**config.mk**
```make
export PLATFORM = sky130hd
export DESIGN_NAME = uart_receiver_flat
export DESIGN_NICKNAME = d
export VERILOG_FILES = /design/src/rtl/uart_pkg.sv /design/src/rtl/uart_receiver_if.sv /design/src/rtl/uart_baud_tick_gen.sv /design/src/rtl/uart_receiver.sv /design/src/flat_wrapper.sv
export SDC_FILE = /design/constraint.sdc
export NUM_CORES = 1
export LEC_CHECK = 0
export ABC_AREA = 0
export BUFFER_PORTS_ARGS = -buffer_cell sky130_fd_sc_hd__buf_2
export CORE_ASPECT_RATIO = 0.8
export CORE_MARGIN = 2
export CORE_UTILIZATION = 50
export CTS_CLUSTER_SIZE = 25
export DETAILED_ROUTE_END_ITERATION = 12
export PLACE_DENSITY_LB_ADDON = 0.15
export RECOVER_POWER = 25
export SYNTH_ARGS = -nofsm -noshare
export SYNTH_HDL_FRONTEND = slang
export SYNTH_SLANG_ARGS = --single-unit
```
**constraint.sdc**
```tcl
create_clock -name clk -period 2.7 [get_ports clk]
set_input_delay 0.81 -clock clk [delete_from_list [all_inputs] [get_ports clk]]
set_output_delay 0.81 -clock clk [all_outputs]
set_load 0.05 [all_outputs]
```
**src/rtl/uart_pkg.sv**
```systemverilog
// Shared UART definitions: receiver FSM state encoding and baud-divider sizing helpers.
// Also imported by uart_transmitter so both ends agree on divider arithmetic.
package uart_pkg;

  typedef enum logic [2:0] {
    ST_IDLE      = 3'd0,
    ST_START     = 3'd1,
    ST_DATA      = 3'd2,
    ST_PARITY    = 3'd3,
    ST_STOP      = 3'd4,
    ST_WAIT_IDLE = 3'd5
  } rx_state_e;

  // Clocks per oversample tick, truncated.
  function automatic int baud_div(input int clk_freq, input int baud_rate, input int oversample);
    return clk_freq / (baud_rate * oversample);
  endfunction

  // Bits needed for a counter running 0..n-1 (never less than 1).
  function automatic int cnt_width(input int n);
    return (n <= 2) ? 1 : $clog2(n);
  endfunction

endpackage

```
**src/rtl/uart_receiver_if.sv**
```systemverilog
// Receiver-side UART bundle: serial input plus the deserialised word and status pulses.
// master = the receiver itself, slave = whoever drives RxD and consumes the results.
interface uart_receiver_if #(
  parameter int DATA_BITS = 8
);
  logic                 RxD;
  logic [DATA_BITS-1:0] data;
  logic                 data_valid;
  logic                 framing_err;
  logic                 parity_err;
  logic                 busy;

  modport master (
    input  RxD,
    output data, data_valid, framing_err, parity_err, busy
  );

  modport slave (
    output RxD,
    input  data, data_valid, framing_err, parity_err, busy
  );
endinterface

```
**src/rtl/uart_baud_tick_gen.sv**
```systemverilog
// Oversample tick generator: one-cycle tick every DIV clocks, phase reset by restart.
module uart_baud_tick_gen
  import uart_pkg::*;
#(
  parameter int DIV = 651
) (
  input  logic clk,
  input  logic reset,
  input  logic restart,
  output logic tick
);
  localparam int            W        = cnt_width(DIV);
  localparam logic [W-1:0]  CNT_LAST = W'(DIV - 1);

  logic [W-1:0] cnt_q, cnt_d;

  always_comb begin
    cnt_d = cnt_q + W'(1);
    tick  = 1'b0;
    if (restart) begin
      cnt_d = '0;
    end else if (cnt_q == CNT_LAST) begin
      cnt_d = '0;
      tick  = 1'b1;
    end
  end

  always_ff @(posedge clk) begin
    if (reset) cnt_q <= '0;
    else       cnt_q <= cnt_d;
  end

endmodule

```
**src/rtl/uart_receiver.sv**
```systemverilog
// UART receive path with 16x-style oversampling and 2-of-3 majority vote per bit.
// Define UART_RX_PARITY_EN to add an even-parity bit between data and stop.
module uart_receiver
  import uart_pkg::*;
#(
  parameter int CLK_FREQ   = 100_000_000,
  parameter int BAUD_RATE  = 9600,
  parameter int DATA_BITS  = 8,
  parameter int OVERSAMPLE = 16
) (
  input logic             clk,
  input logic             reset,
  uart_receiver_if.master rx_if
);
  localparam int DIV = baud_div(CLK_FREQ, BAUD_RATE, OVERSAMPLE);
  localparam int TW  = cnt_width(OVERSAMPLE);
  localparam int BW  = cnt_width(DATA_BITS);

  localparam logic [TW-1:0] TICK_LAST = TW'(OVERSAMPLE - 1);
  localparam logic [TW-1:0] TICK_S0   = TW'(OVERSAMPLE / 2 - 1);
  localparam logic [TW-1:0] TICK_S1   = TW'(OVERSAMPLE / 2);
  localparam logic [TW-1:0] TICK_RES  = TW'(OVERSAMPLE / 2 + 1);
  localparam logic [BW-1:0] BIT_LAST  = BW'(DATA_BITS - 1);

  rx_state_e            state_q, state_d;
  logic [1:0]           rx_sync_q;
  logic                 rx_prev_q;
  logic [TW-1:0]        tick_cnt_q, tick_cnt_d;
  logic [BW-1:0]        bit_cnt_q, bit_cnt_d;
  logic [DATA_BITS-1:0] shift_q, shift_d;
  logic [DATA_BITS-1:0] data_q, data_d;
  logic                 s0_q, s0_d, s1_q, s1_d;
  logic                 data_valid_q, data_valid_d;
  logic                 framing_err_q, framing_err_d;
`ifdef UART_RX_PARITY_EN
  logic                 par_bad_q, par_bad_d;
  logic                 parity_err_q, parity_err_d;
`endif

  logic rx_s;
  logic start_edge;
  logic restart;
  logic tick;
  logic resolve;
  logic end_of_bit;
  logic bit_val;

  assign rx_s       = rx_sync_q[1];
  assign start_edge = rx_prev_q & ~rx_s;
  assign restart    = (state_q == ST_IDLE) && start_edge;
  assign resolve    = tick && (tick_cnt_q == TICK_RES);
  assign end_of_bit = tick && (tick_cnt_q == TICK_LAST);
  // Third vote is the live sample taken at the resolve tick itself.
  assign bit_val    = (s0_q & s1_q) | (s0_q & rx_s) | (s1_q & rx_s);

  uart_baud_tick_gen #(
    .DIV (DIV)
  ) u_tick_gen (
    .clk     (clk),
    .reset   (reset),
    .restart (restart),
    .tick    (tick)
  );

  always_comb begin
    state_d       = state_q;
    bit_cnt_d     = bit_cnt_q;
    shift_d       = shift_q;
    data_d        = data_q;
    s0_d          = s0_q;
    s1_d          = s1_q;
    data_valid_d  = 1'b0;
    framing_err_d = 1'b0;
`ifdef UART_RX_PARITY_EN
    par_bad_d     = par_bad_q;
    parity_err_d  = 1'b0;
`endif
    tick_cnt_d    = tick_cnt_q;
    if (tick) tick_cnt_d = (tick_cnt_q == TICK_LAST) ? '0 : tick_cnt_q + TW'(1);
    if (tick && tick_cnt_q == TICK_S0) s0_d = rx_s;
    if (tick && tick_cnt_q == TICK_S1) s1_d = rx_s;

    case (state_q)
      ST_IDLE: begin
        if (start_edge) begin
          state_d    = ST_START;
          tick_cnt_d = '0;
          bit_cnt_d  = '0;
`ifdef UART_RX_PARITY_EN
          par_bad_d  = 1'b0;
`endif
        end
      end

      ST_START: begin
        if (resolve && bit_val) begin
          state_d = ST_IDLE;
        end else if (end_of_bit) begin
          state_d   = ST_DATA;
          bit_cnt_d = '0;
        end
      end

      ST_DATA: begin
        if (resolve) shift_d = {bit_val, shift_q[DATA_BITS-1:1]};
        if (end_of_bit) begin
          if (bit_cnt_q == BIT_LAST) begin
`ifdef UART_RX_PARITY_EN
            state_d = ST_PARITY;
`else
            state_d = ST_STOP;
`endif
          end else begin
            bit_cnt_d = bit_cnt_q + BW'(1);
          end
        end
      end

`ifdef UART_RX_PARITY_EN
      ST_PARITY: begin
        // Even parity: the parity bit must equal the XOR of the data bits.
        if (resolve)    par_bad_d = bit_val ^ (^shift_q);
        if (end_of_bit) state_d   = ST_STOP;
      end
`endif

      ST_STOP: begin
        // Decide mid-stop so a back-to-back start edge lands in IDLE.
        if (resolve) begin
          if (bit_val) begin
            state_d = ST_IDLE;
`ifdef UART_RX_PARITY_EN
            if (par_bad_q) begin
              parity_err_d = 1'b1;
            end else begin
              data_d       = shift_q;
              data_valid_d = 1'b1;
            end
`else
            data_d       = shift_q;
            data_valid_d = 1'b1;
`endif
          end else begin
            framing_err_d = 1'b1;
            state_d       = ST_WAIT_IDLE;
            tick_cnt_d    = '0;
          end
        end
      end

      ST_WAIT_IDLE: begin
        // Need one full bit time of continuous high before trusting the line again.
        if (!rx_s) begin
          tick_cnt_d = '0;
        end else if (end_of_bit) begin
          state_d = ST_IDLE;
        end
      end

      default: state_d = ST_IDLE;
    endcase
  end

  always_ff @(posedge clk) begin
    if (reset) begin
      state_q       <= ST_IDLE;
      rx_sync_q     <= 2'b11;
      rx_prev_q     <= 1'b1;
      tick_cnt_q    <= '0;
      bit_cnt_q     <= '0;
      shift_q       <= '0;
      data_q        <= '0;
      s0_q          <= 1'b1;
      s1_q          <= 1'b1;
      data_valid_q  <= 1'b0;
      framing_err_q <= 1'b0;
    end else begin
      state_q       <= state_d;
      rx_sync_q     <= {rx_sync_q[0], rx_if.RxD};
      rx_prev_q     <= rx_s;
      tick_cnt_q    <= tick_cnt_d;
      bit_cnt_q     <= bit_cnt_d;
      shift_q       <= shift_d;
      data_q        <= data_d;
      s0_q          <= s0_d;
      s1_q          <= s1_d;
      data_valid_q  <= data_valid_d;
      framing_err_q <= framing_err_d;
    end
  end

`ifdef UART_RX_PARITY_EN
  always_ff @(posedge clk) begin
    if (reset) begin
      par_bad_q    <= 1'b0;
      parity_err_q <= 1'b0;
    end else begin
      par_bad_q    <= par_bad_d;
      parity_err_q <= parity_err_d;
    end
  end

  assign rx_if.parity_err = parity_err_q;
`else
  assign rx_if.parity_err = 1'b0;
`endif

  assign rx_if.data        = data_q;
  assign rx_if.data_valid  = data_valid_q;
  assign rx_if.framing_err = framing_err_q;
  assign rx_if.busy        = (state_q != ST_IDLE);

endmodule

```
**src/flat_wrapper.sv**
```systemverilog
// flat-port wrapper written by rule: the top's interface ports become plain ports
module uart_receiver_flat import uart_pkg::*;
#(
  parameter int CLK_FREQ   = 100_000_000,
  parameter int BAUD_RATE  = 9600,
  parameter int DATA_BITS  = 8,
  parameter int OVERSAMPLE = 16
)
  (clk, reset, rx_if_RxD, rx_if_data, rx_if_data_valid, rx_if_framing_err, rx_if_parity_err, rx_if_busy);
  uart_receiver_if #(.DATA_BITS(DATA_BITS)) rx_if_i ();
  input logic clk;
  input logic reset;
  input wire logic [$bits(rx_if_i.RxD)-1:0] rx_if_RxD;
  output wire logic [$bits(rx_if_i.data)-1:0] rx_if_data;
  output wire logic [$bits(rx_if_i.data_valid)-1:0] rx_if_data_valid;
  output wire logic [$bits(rx_if_i.framing_err)-1:0] rx_if_framing_err;
  output wire logic [$bits(rx_if_i.parity_err)-1:0] rx_if_parity_err;
  output wire logic [$bits(rx_if_i.busy)-1:0] rx_if_busy;
  assign rx_if_i.RxD = rx_if_RxD;
  assign rx_if_data = rx_if_i.data;
  assign rx_if_data_valid = rx_if_i.data_valid;
  assign rx_if_framing_err = rx_if_i.framing_err;
  assign rx_if_parity_err = rx_if_i.parity_err;
  assign rx_if_busy = rx_if_i.busy;
  uart_receiver #(.CLK_FREQ(CLK_FREQ), .BAUD_RATE(BAUD_RATE), .DATA_BITS(DATA_BITS), .OVERSAMPLE(OVERSAMPLE)) u_core (.clk(clk), .reset(reset), .rx_if(rx_if_i));
endmodule
```
==> results.rst, run 1 <==
.. list-table::
   :header-rows: 1

   * - Metric
     - Value
   * - Least-Margin Pin Slew
     - 0.710 ns
   * - Max cap viols
     - 0
   * - Post-synth cell types
     - 48
   * - First-pass GRT wire length
     - 6530 um
   * - Area leader, netlist
     - dfxtp_1
   * - Clock period minus worst slack
     - 2.30 ns
   * - Layout Cell Area excl Fill
     - around 2200 sq um
   * - Clock Pin Slew Worst Setup and Hold Paths
     - 0.08 ns
   * - Combined area of the multi-input logic cells
     - 1070 sq um
   * - Outcome
     - complete, no violations
   * - Number of synthesized flops with an enable pin
     - 0
   * - DR vias/cell
     - around 5.3
   * - Final clock skew
     - 0.00521 ns
   * - Most instantiated flip-flop cell in the synthesis netlist
     - dfxtp_1
   * - Worst path bufs/invs
     - 1
   * - Complex-gate fraction of the synthesized area
     - 0.0832
   * - Core region area
     - between 3000 and 4000 sq um
   * - Fraction of final layout cells with drive strength greater than 1
     - 0.115
   * - Crit Reg-Reg Endpoint
     - u_core.rx_if.data[6]
   * - Share of cell area taken by muxes after synthesis
     - 0.0944
   * - Power per Cell Area
     - between 500 and 600 nW/um^2
   * - Clock tree root buffer cell
     - clkbuf_8
   * - Mapped Avg Cell Area
     - roughly 9.5 sq um
   * - Register Area
     - 861 sq um
   * - Required time worst endpoint
     - 2.87 ns
   * - H-tree levels
     - 2
   * - Static leakage power
     - around 0.88 nW
   * - Number of synthesis warnings
     - 0
   * - Setup TNS after final layout
     - 0 ns
   * - Worst relative slew slack
     - 0.523
   * - Unrepaired setup endpoints after global routing
     - false
   * - Global-route total usage across every layer
     - 0.188
   * - Number of optimization iterations in the first detailed-route pass
     - 4
   * - Post-detailed-route count of antenna-violating nets
     - 0
   * - Number of setup buffers added after CTS
     - 0
   * - RePlAce Congestion
     - 0.841
   * - Sum of overflow across all layers after global routing
     - 0
   * - Clock tree from TritonCTS
     - yes
   * - Worst Hold Launch
     - u_core.rx_sync_q[0]
   * - Beginning of the worst register-to-register path
     - u_core.u_tick_gen.cnt_q[0]
   * - Busiest metal layer after global routing
     - met2
   * - Reg2reg path depth
     - 7
   * - Floorplan die height
     - approximately 61 um
   * - Clock Latency Late Sink
     - around 0.29 ns
   * - VDD IR-drop max
     - between 400 and 500 uV
   * - Max Buffers Root-to-Sink
     - 2
   * - Post-route fraction of the period consumed by the critical path
     - 0.854
   * - Final max-slew violation count
     - 0
   * - Post-synthesis share of cell area spent on xor and xnor gates
     - 0.0478
   * - Maximum number of pins on one net before global-route repair
     - 27
   * - Number of inserted filler cells in the final layout
     - about 320
   * - HPWL after detailed placement
     - 2820 um
   * - Combined area of all synthesized cells
     - between 2000 and 2500 sq um
   * - Cells along the critical path
     - inv_1 -> ha_1 -> nor3b_2 -> nand3_1 -> nor4_4 -> mux2i_1 -> nor2_1
   * - Syn Nets
     - 223
   * - Number of cells traversed by the worst hold path
     - 1
   * - Maximum clock rate
     - between 0.4 and 0.5 GHz
   * - Antenna violations before repair
     - 0
   * - Met2 global-route usage
     - 0.282
   * - Final hold violations
     - 0
   * - Cell count after synthesis
     - 213
   * - Largest cells by area after synthesis
     - dfxtp_1 43%, mux2i_1 9.4%, nor2_1 6.9%, ha_1 4.3%, xnor2_1 3.5%
   * - Post-cts sizing count
     - 0
   * - DRC violations left
     - 0
   * - Asr flop ratio synth
     - 0
   * - Net count of the finished layout
     - 235
   * - Crit path max fanout
     - 10
   * - Slowest cell on crit path
     - nor4_4
   * - Critical path class
     - reg2reg
   * - Maximum cell stage delay along the critical path
     - around 0.77 ns
   * - Number of rows created at floorplan
     - 20
   * - Post-synthesis share of cell area spent on full adders, half adders and majority gates
     - 0.0484
   * - Sequential share of the synthesized area
     - 0.427
   * - Initial cell density of the core
     - 0.526
   * - Total CTS buffers
     - 5
   * - Number of clock sinks seen by CTS
     - 43
   * - Flop2flop setup slack
     - about 0.40 ns
   * - Area enclosed by the die boundary
     - around 4600 sq um
   * - Number of primary I/O pins
     - 15
   * - Hold Buf Count CTS
     - 0
   * - Placed inst area
     - ~2100 sq um
   * - Crit path launch type
     - flip-flop
   * - Simple-gate share of the synthesized area
     - 0.259
   * - GR met3 Demand/Resource
     - 0.0482
   * - Largest family of logic cells by synthesized area
     - simple AND/OR/NAND/NOR gates
   * - Horizontal die dimension
     - 75.0 um
   * - Port bufs
     - 13
   * - Area growth syn-to-layout
     - 9.87%
   * - Kind of cell with the highest combined delay on the critical path
     - simple AND/OR/NAND/NOR gates
   * - Number of global-route vias before repair
     - 1,462
   * - Synth Register Bits
     - 43
   * - Hold Crit Class
     - reg2reg
   * - Sink of the worst hold path
     - u_core.rx_sync_q[1]
   * - Fraction of post-synthesis cell area in the top cell type by area
     - 0.427
   * - Met1 Usage GRT
     - 0.262
   * - Post-Route WL
     - 3770 um
   * - Critical path endpoint category
     - flip-flop
   * - Worst endpoint data arrival time
     - ~2.5 ns
   * - Detailed-route via count
     - around 1.5k
   * - Average wire length per cell after detail routing
     - 13.4 um
   * - Violation count after the first detailed-routing iteration
     - 60
   * - Number of endpoints failing setup at the final stage
     - 0
   * - Antenna diode count
     - 0
## worst max-delay path by stage
| stage | startpoint | to | cells past startpoint | slack (ns) |
|---|---|---|---|---|
| detailed placement | u_core.u_tick_gen.cnt_q[0] | u_core.rx_if.data[6] | 7 | 0.52 |
| global route | u_core.u_tick_gen.cnt_q[0] | u_core.rx_if.data[4] | 7 | 0.19 |
| CTS | u_core.state_q[2] | rx_if_busy | 2 | 0.44 |
| global placement | u_core.u_tick_gen.cnt_q[0] | u_core.state_q[0] | 7 | 0.61 |
| floorplan | u_core.state_q[0] | u_core.state_q[0] | 6 | 0.65 |
| finish | u_core.u_tick_gen.cnt_q[0] | u_core.rx_if.data[6] | 7 | 0.40 |
## cells by family after synthesis
family	after synthesis
buf+inv	17
other cells	1
flops	43
mux	19
simple gates	94
compound gates	20
xor+xnor	11
fa+ha+maj	8
## per-stage QoR
| step | worst slack (ns) | hold WS (ns) | instances | total power, mW | utilization |
|---|---|---|---|---|---|
| after detailed placement | 0.524 | 0.410 | 273 | 0.758 | 0.551 |
| after floorplan | 0.651 | 0.389 | 213 | 0.743 | - |
| after global routing | 0.193 | 0.460 | 281 | 1.32 | 0.578 |
| after CTS | 0.440 | 0.437 | 281 | 1.28 | 0.583 |
| after global placement | 0.611 | 0.411 | 273 | 0.755 | 0.551 |
| final | 0.395 | 0.433 | 281 | 1.27 | 0.578 |
## placed cells by master (no fill, tap or decap), types with 2 or more instances in the layout
master	netlist	routed
dfxtp_1	43	43
nor2_1	37	37
mux2i_1	19	19
nand2_1	14	14
clkbuf_1	5	9
inv_1	8	8
xnor2_1	8	8
ha_1	7	7
clkbuf_8	0	6
and3_1	5	5
nand3_1	4	5
nor3_1	5	5
o21ai_0	4	4
buf_2	2	4
nand2b_1	3	3
or3_1	3	3
or2_2	3	3
a21boi_0	3	3
a21oi_1	3	3
xor2_1	3	3
nor4_1	3	3
nor2b_1	2	2
and4_1	2	2
and2_1	2	2
## cells in the mapped netlist (all sizes together) (2+ instances only)
cell type,instances
a21boi,3
nor2b,3
o21ai,5
mux2i,19
or3,4
a21oi,3
inv,8
and2,2
nor2,38
xnor2,8
clkbuf,5
and4,2
xor2,3
and3,5
nor3b,2
buf,4
nand2,14
nand3,5
dfxtp,43
or2,3
ha,7
nor4,4
nand2b,3
a2111oi,3
nor3,5
## layer usage
metal  part of all wire  vias to the layer above  routed length, um
li1                   -                      753                  -
met1               0.51                      708               1940
met2               0.43                       32               1630
met3              0.041                        5                154
met4              0.011                        0                 41
met5                  0                        -                  0
## power breakdown
group          switching, mW  internal [mW]  total, mW  leakage (nW)
clock                  0.224          0.304      0.528        0.0618
combinational         0.0564         0.0297     0.0861         0.466
sequential            0.0151          0.642      0.657         0.348
## registers in the layout, summed over array words and instances, names as in the netlist
name                      flops
u_core.rx_prev_q              1
u_core.rx_if.data_valid       1
u_core.u_tick_gen.cnt_q      10
u_core.s0_q                   1
u_core.state_q                3
u_core.tick_cnt_q             4
u_core.s1_q                   1
u_core.rx_if.framing_err      1
u_core.rx_sync_q              2
u_core.bit_cnt_q              3
u_core.shift_q                8
u_core.rx_if.data             8
## area by class of cell
| type | count | share of cell area |
|---|---|---|
| Multi-Input combinational cell | 153 | 0.484 |
| Sequential cell | 43 | 0.389 |
| Clock buffer | 6 | 0.0373 |
| Tap cell | 55 | 0.0311 |
| Timing Repair Buffer | 14 | 0.0277 |
| Clock inverter | 2 | 0.0175 |
| Inverter | 8 | 0.0136 |
(Power assumes the default switching activity.)
==> run 2: changes to the inputs <==
- ABC_CLOCK_PERIOD_IN_PS: default -> 2700
- CTS_BUF_LIST: default -> sky130_fd_sc_hd__clkbuf_2 sky130_fd_sc_hd__clkbuf_4 sky130_fd_sc_hd__clkbuf_8
- PLACE_DENSITY: default -> 0.76
- PLACE_DENSITY_LB_ADDON: 0.15 -> default
==> run 2 against run 1 <==
First-iteration DRC count increased by 28%. Combinational power grew 9.3%. Clock skew rose by 0.0026 ns. Global-route usage shrank 0.79 points. Worst hold slack got worse by 0.028 ns. Wire length fell by 5.8%. Utilization fell by 0.42 points. Count of clock-buffer cells in the layout decreased by 1. Die area did not move. Maximum frequency is 1.2% lower. Clock power fell by 21%. Register-to-register slack gained 0.12 ns.
==> results.rst, run 2 (synthesis gave the netlist of run 1 again) <==
.. list-table::
   :header-rows: 1

   * - Metric
     - Value
   * - Maximum number of pins on one net before global-route repair
     - 27
   * - Most common library cell in the layout ignoring fill and taps
     - dfxtp_1
   * - Top library cells by usage in the layout, fill and taps aside
     - 43 x dfxtp_1, 37 x nor2_1, 19 x mux2i_1, 14 x nand2_1, 10 x clkbuf_1
   * - Number of clock sinks seen by CTS
     - 43
   * - Violation count after the first detailed-routing iteration
     - 77
   * - Number of flip-flops in the largest register
     - 10
   * - Fraction of final layout cells with drive strength greater than 1
     - 0.119
   * - Global-route total usage across every layer
     - 0.180
   * - Area growth syn-to-layout
     - 9.06%
   * - Setup TNS after final layout
     - 0 ns
   * - Area enclosed by the die boundary
     - approximately 4600 sq um
   * - Horizontal die dimension
     - 75.0 um
   * - Power per Cell Area
     - ~530 nW/um^2
   * - H-tree levels
     - 2
   * - Hold Crit Class
     - reg2reg
   * - Least-Margin Pin Slew
     - ~1.1 ns
   * - Maximum clock rate
     - ~0.43 GHz
   * - DR vias/cell
     - 5.11
   * - Antenna violations before repair
     - 0
   * - Detailed-route via count
     - around 1.4k
   * - Number of rows created at floorplan
     - 20
   * - Floorplan die height
     - 60.8 um
   * - Critical path endpoint category
     - flip-flop
   * - Highest metal layer with signal wires
     - met4
   * - Initial cell density of the core
     - 0.526
   * - Number of endpoints failing setup at the final stage
     - 0
   * - Max Buffers Root-to-Sink
     - 2
   * - Total CTS buffers
     - 5
   * - Hold Buf Count CTS
     - 0
   * - Number of setup buffers added after CTS
     - 0
   * - Outcome
     - complete, no violations
   * - RePlAce Congestion
     - 0.845
   * - Critical path class
     - in2reg
   * - Met3 wirelength from detailed routing
     - ~200 um
   * - Register bank with the most flops
     - u_core.u_tick_gen.cnt_q
   * - Post-cts sizing count
     - 0
   * - Post-route fraction of the period consumed by the critical path
     - 0.864
   * - Number of optimization iterations in the first detailed-route pass
     - 4
   * - Worst endpoint data arrival time
     - 2.53 ns
   * - Port bufs
     - 13
   * - Length of routed wiring on met1
     - 1830 um
   * - DRC violations left
     - 0
   * - Combined area of the multi-input logic cells
     - between 1000 and 1500 sq um
   * - Place WS
     - 0.521 ns
   * - VDD IR-drop max
     - between 300 and 400 uV
   * - Average wire length per cell after detail routing
     - around 13 um
   * - Final max-slew violation count
     - 0
   * - Required time worst endpoint
     - roughly 2.9 ns
   * - Post-route worst setup slack
     - 0.368 ns
   * - Crit path max fanout
     - 26
   * - Clock tree root buffer cell
     - clkbuf_8
   * - Number of inserted filler cells in the final layout
     - between 300 and 400
   * - Clock period minus worst slack
     - around 2.3 ns
   * - Unrepaired setup endpoints after global routing
     - false
   * - Core region area
     - about 3800 sq um
   * - Crit path launch type
     - input port
   * - Worst relative slew slack
     - 0.246
   * - Static leakage power
     - 0.861 nW
   * - Final clock skew
     - 0.00783 ns
   * - Net count of the finished layout
     - between 200 and 250
   * - Clock tree from TritonCTS
     - yes
   * - Sum of overflow across all layers after global routing
     - 0
   * - Clock Pin Slew Worst Setup and Hold Paths
     - 0.09 ns
   * - Number of primary I/O pins
     - 15
   * - Register Area
     - about 860 sq um
   * - Detailed route wirelength on metal2
     - approximately 1400 um
   * - Post-Route WL
     - between 3000 and 4000 um
   * - Max cap viols
     - 0
   * - Antenna diode count
     - 0
   * - Post-detailed-route count of antenna-violating nets
     - 0
   * - Final hold violations
     - 0
   * - First-pass GRT wire length
     - roughly 6000 um
   * - Clock Latency Late Sink
     - between 0.3 and 0.4 ns
   * - Number of global-route vias before repair
     - approximately 1.3k
   * - HPWL after detailed placement
     - between 2000 and 3000 um
[run 2: cell count changes in the layout (fill, tap and decap cells not counted)]
cell / previous run / this run
inv_6: 1 / 0
clkinvlp_4: 0 / 1
buf_2: 4 / 3
buf_4: 1 / 2
clkbuf_8: 6 / 5
nand3_1: 5 / 4
nand3_2: 0 / 1
bufinv_16: 1 / 0
clkbuf_1: 9 / 10
clkinv_4: 0 / 2
[run 2: report_power, final]
| part | internal (mW) | leakage [nW] | switching, mW |
|---|---|---|---|
| logic | 0.0318 | 0.469 | 0.0623 |
| registers | 0.642 | 0.348 | 0.00905 |
| clock network | 0.185 | 0.0443 | 0.234 |
| total | 0.859 | 0.861 | 0.305 |
[run 2: worst paths after layout]
path	startpoint	end	slack, ns	cells past startpoint
setup / recovery	reset	u_core.state_q[2]	0.37	4
hold / removal	u_core.rx_sync_q[0]	u_core.rx_sync_q[1]	0.41	1
setup reg to reg	u_core.u_tick_gen.cnt_q[0]	u_core.rx_if.data[2]	0.52	7
hold reg to reg	u_core.rx_sync_q[0]	u_core.rx_sync_q[1]	0.41	1
[run 2: critical path, stage by stage]
cell,delay (ns)
clkbuf_1,0.81
inv_1,0.38
and2_1,0.25
o32a_1,0.27
[run 2: cell type report]
class                           count  area share
Multi-Input combinational cell    153       0.490
Sequential cell                    43       0.392
Clock buffer                        5      0.0313
Tap cell                           55      0.0313
Timing Repair Buffer               15      0.0307
Inverter                            8      0.0137
Clock inverter                      3      0.0114
[run 2: through the flow]
step	std cells	utilization	total power [mW]	hold WS, ns	instance area [sq um]
6_report	282	0.574	1.16	0.405	2200
5_1_grt	282	0.574	1.21	0.432	2200
4_1_cts	282	0.577	1.18	0.407	2210
3_5_place_dp	274	0.553	0.760	0.394	2120
3_3_place_gp	274	0.553	0.759	0.399	2120
2_1_floorplan	213	-	0.743	0.389	2020
[run 2: layer usage]
metal / GRT usage / up-vias
li1: - / 754
met1: 0.269 / 648
met2: 0.234 / 34
met3: 0.0482 / 6
met4: 0.0918 / 0
met5: 0 / -
==> run 3: changes to the inputs <==
- CTS_CLUSTER_DIAMETER: default -> 80
- PLACE_DENSITY: 0.76 -> 0.68
- RECOVER_POWER: 25 -> 50
==> run 3 against run 2 <==
Global-route usage down 0.80 points. Sequential power rose by 0.9%. Clock skew shrank 0.0015 ns. Setup slack better by 0.056 ns. Non-clock buffer count unchanged. Via count decreased by 0.55%. Total power decreased by 1.5%. Critical path depth is the same. Cell area fell by 0.28%. Critical endpoint unchanged. Largest cell class unchanged. Largest power group unchanged.
==> results.rst, run 3 (synthesis gave the netlist of run 1 again) <==
.. list-table::
   :header-rows: 1

   * - Metric
     - Value
   * - Outcome
     - complete, no violations
   * - RePlAce Congestion
     - 0.853
   * - Post-Route WL
     - approximately 3500 um
   * - Required time worst endpoint
     - approximately 2.9 ns
   * - Port bufs
     - 13
   * - Met1 Usage GRT
     - 0.241
   * - Average wire length per cell after detail routing
     - roughly 12 um
   * - Most common library cell in the layout ignoring fill and taps
     - dfxtp_1
   * - Place WS
     - ~0.6 ns
   * - Floorplan die height
     - between 60 and 70 um
   * - Least-Margin Pin Slew
     - roughly 1.1 ns
   * - DR vias/cell
     - between 5 and 6
   * - Antenna violations before repair
     - 0
   * - Number of endpoints failing setup at the final stage
     - 0
   * - Total CTS buffers
     - 5
   * - Maximum number of pins on one net before global-route repair
     - 27
   * - VDD IR-drop max
     - approximately 400 uV
   * - Post-detailed-route count of antenna-violating nets
     - 0
   * - Placed inst area
     - 2120 sq um
   * - Clock period minus worst slack
     - approximately 2.3 ns
   * - Unrepaired setup endpoints after global routing
     - false
   * - Post-route fraction of the period consumed by the critical path
     - 0.843
   * - Number of optimization iterations in the first detailed-route pass
     - 4
   * - Core region area
     - approximately 3800 sq um
   * - Register bank with the most flops
     - u_core.u_tick_gen.cnt_q
   * - DRC violations left
     - 0
   * - Number of flip-flops in the largest register
     - 10
   * - Crit path launch type
     - input port
   * - Hold Buf Count CTS
     - 0
   * - Static leakage power
     - roughly 0.86 nW
   * - First-pass GRT wire length
     - approximately 5700 um
   * - Power per Cell Area
     - 523 nW/um^2
   * - Sum of overflow across all layers after global routing
     - 0
   * - Number of clock sinks seen by CTS
     - 43
   * - Clock Latency Late Sink
     - ~0.3 ns
   * - Fraction of final layout cells with drive strength greater than 1
     - 0.115
   * - Setup TNS after final layout
     - 0 ns
   * - Violation count after the first detailed-routing iteration
     - just over 70
   * - Antenna diode count
     - 0
   * - Final hold violations
     - 0
   * - Number of global-route vias before repair
     - between 1k and 1.5k
   * - Detailed-route via count
     - around 1.4k
   * - Clock tree root buffer cell
     - clkbuf_8
   * - Final core occ
     - 0.573
   * - Max cap viols
     - 0
   * - Maximum clock rate
     - 0.439 GHz
   * - H-tree levels
     - 2
   * - Layout Cell Area excl Fill
     - 2190 sq um
   * - GR met3 Demand/Resource
     - 0.0449
   * - Clock Pin Slew Worst Setup and Hold Paths
     - approximately 0.07 ns
   * - Area enclosed by the die boundary
     - 4560 sq um
   * - Horizontal die dimension
     - roughly 75 um
   * - Global-route total usage across every layer
     - 0.172
   * - Area growth syn-to-layout
     - 8.75%
   * - Final max-slew violation count
     - 0
   * - Met2 global-route usage
     - 0.238
   * - Post-route worst setup slack
     - 0.424 ns
   * - Hold Crit Class
     - reg2reg
   * - Number of setup buffers added after CTS
     - 0
   * - Busiest metal layer after global routing
     - met1
   * - Max Buffers Root-to-Sink
     - 2
   * - Post-cts sizing count
     - 0
   * - Number of primary I/O pins
     - 15
   * - Clock tree from TritonCTS
     - yes
   * - Crit path max fanout
     - 26
   * - Final clock skew
     - around 0.0063 ns
   * - Initial cell density of the core
     - 0.526
   * - Top library cells by usage in the layout, fill and taps aside
     - 43 x dfxtp_1, 37 x nor2_1, 19 x mux2i_1, 14 x nand2_1, 11 x clkbuf_1
   * - HPWL after detailed placement
     - 2510 um
   * - Critical path class
     - in2reg
   * - Worst relative slew slack
     - 0.281
   * - Net count of the finished layout
     - 236
   * - Critical path endpoint category
     - flip-flop
   * - Worst endpoint data arrival time
     - approximately 2.5 ns
   * - Number of rows created at floorplan
     - 20
-- run 3: cell types whose count changed in the layout (fill, tap and decap cells not counted) --
cell and change:
buf_2 -1, clkinv_4 -2, clkinv_2 +1, clkbuf_1 +1, clkbuf_4 +1
-- run 3: layout make-up --
class / instances / area (sq um)
Fill cell: 351 / 1640
Inverter: 8 / 30.0
Tap cell: 55 / 68.8
Multi-Input combinational cell: 153 / 1080
Timing Repair Buffer: 15 / 66.3
Clock buffer: 6 / 76.3
Clock inverter: 2 / 12.5
Sequential cell: 43 / 861
-- run 3: power by group --
| group | total, mW | internal (mW) | switching, mW |
|---|---|---|---|
| Clock | 0.406 | 0.191 | 0.215 |
| Combinational | 0.0836 | 0.0294 | 0.0542 |
| Sequential | 0.657 | 0.642 | 0.0149 |
-- run 3: critical path, cell delays in order --
cell and delay, ns:
clkbuf_1 0.78, inv_1 0.36, and2_1 0.25, o32a_1 0.27
-- run 3: metal layers --
layer | wire length, um | up-vias
met5 | 0 | -
met4 | 87 | 0
met3 | 159 | 6
met2 | 1410 | 28
met1 | 1810 | 646
li1 | - | 754
-- run 3: final timing paths --
| kind | from | endpoint | slack [ns] | depth (start not counted) |
|---|---|---|---|---|
| setup / recovery | reset | u_core.state_q[2] | 0.42 | 4 |
| hold / removal | u_core.rx_sync_q[0] | u_core.rx_sync_q[1] | 0.42 | 1 |
| setup reg to reg | u_core.u_tick_gen.cnt_q[0] | u_core.state_q[0] | 0.58 | 7 |
| hold reg to reg | u_core.rx_sync_q[0] | u_core.rx_sync_q[1] | 0.42 | 1 |
-- run 3: per-stage QoR --
| step | hold WS (ns) | std cells | power [mW] |
|---|---|---|---|
| after floorplan | 0.389 | 213 | 0.743 |
| after global routing | 0.427 | 282 | 1.20 |
| after detailed placement | 0.401 | 274 | 0.757 |
| after global placement | 0.391 | 274 | 0.756 |
| after CTS | 0.419 | 282 | 1.16 |
| final | 0.416 | 282 | 1.15 |
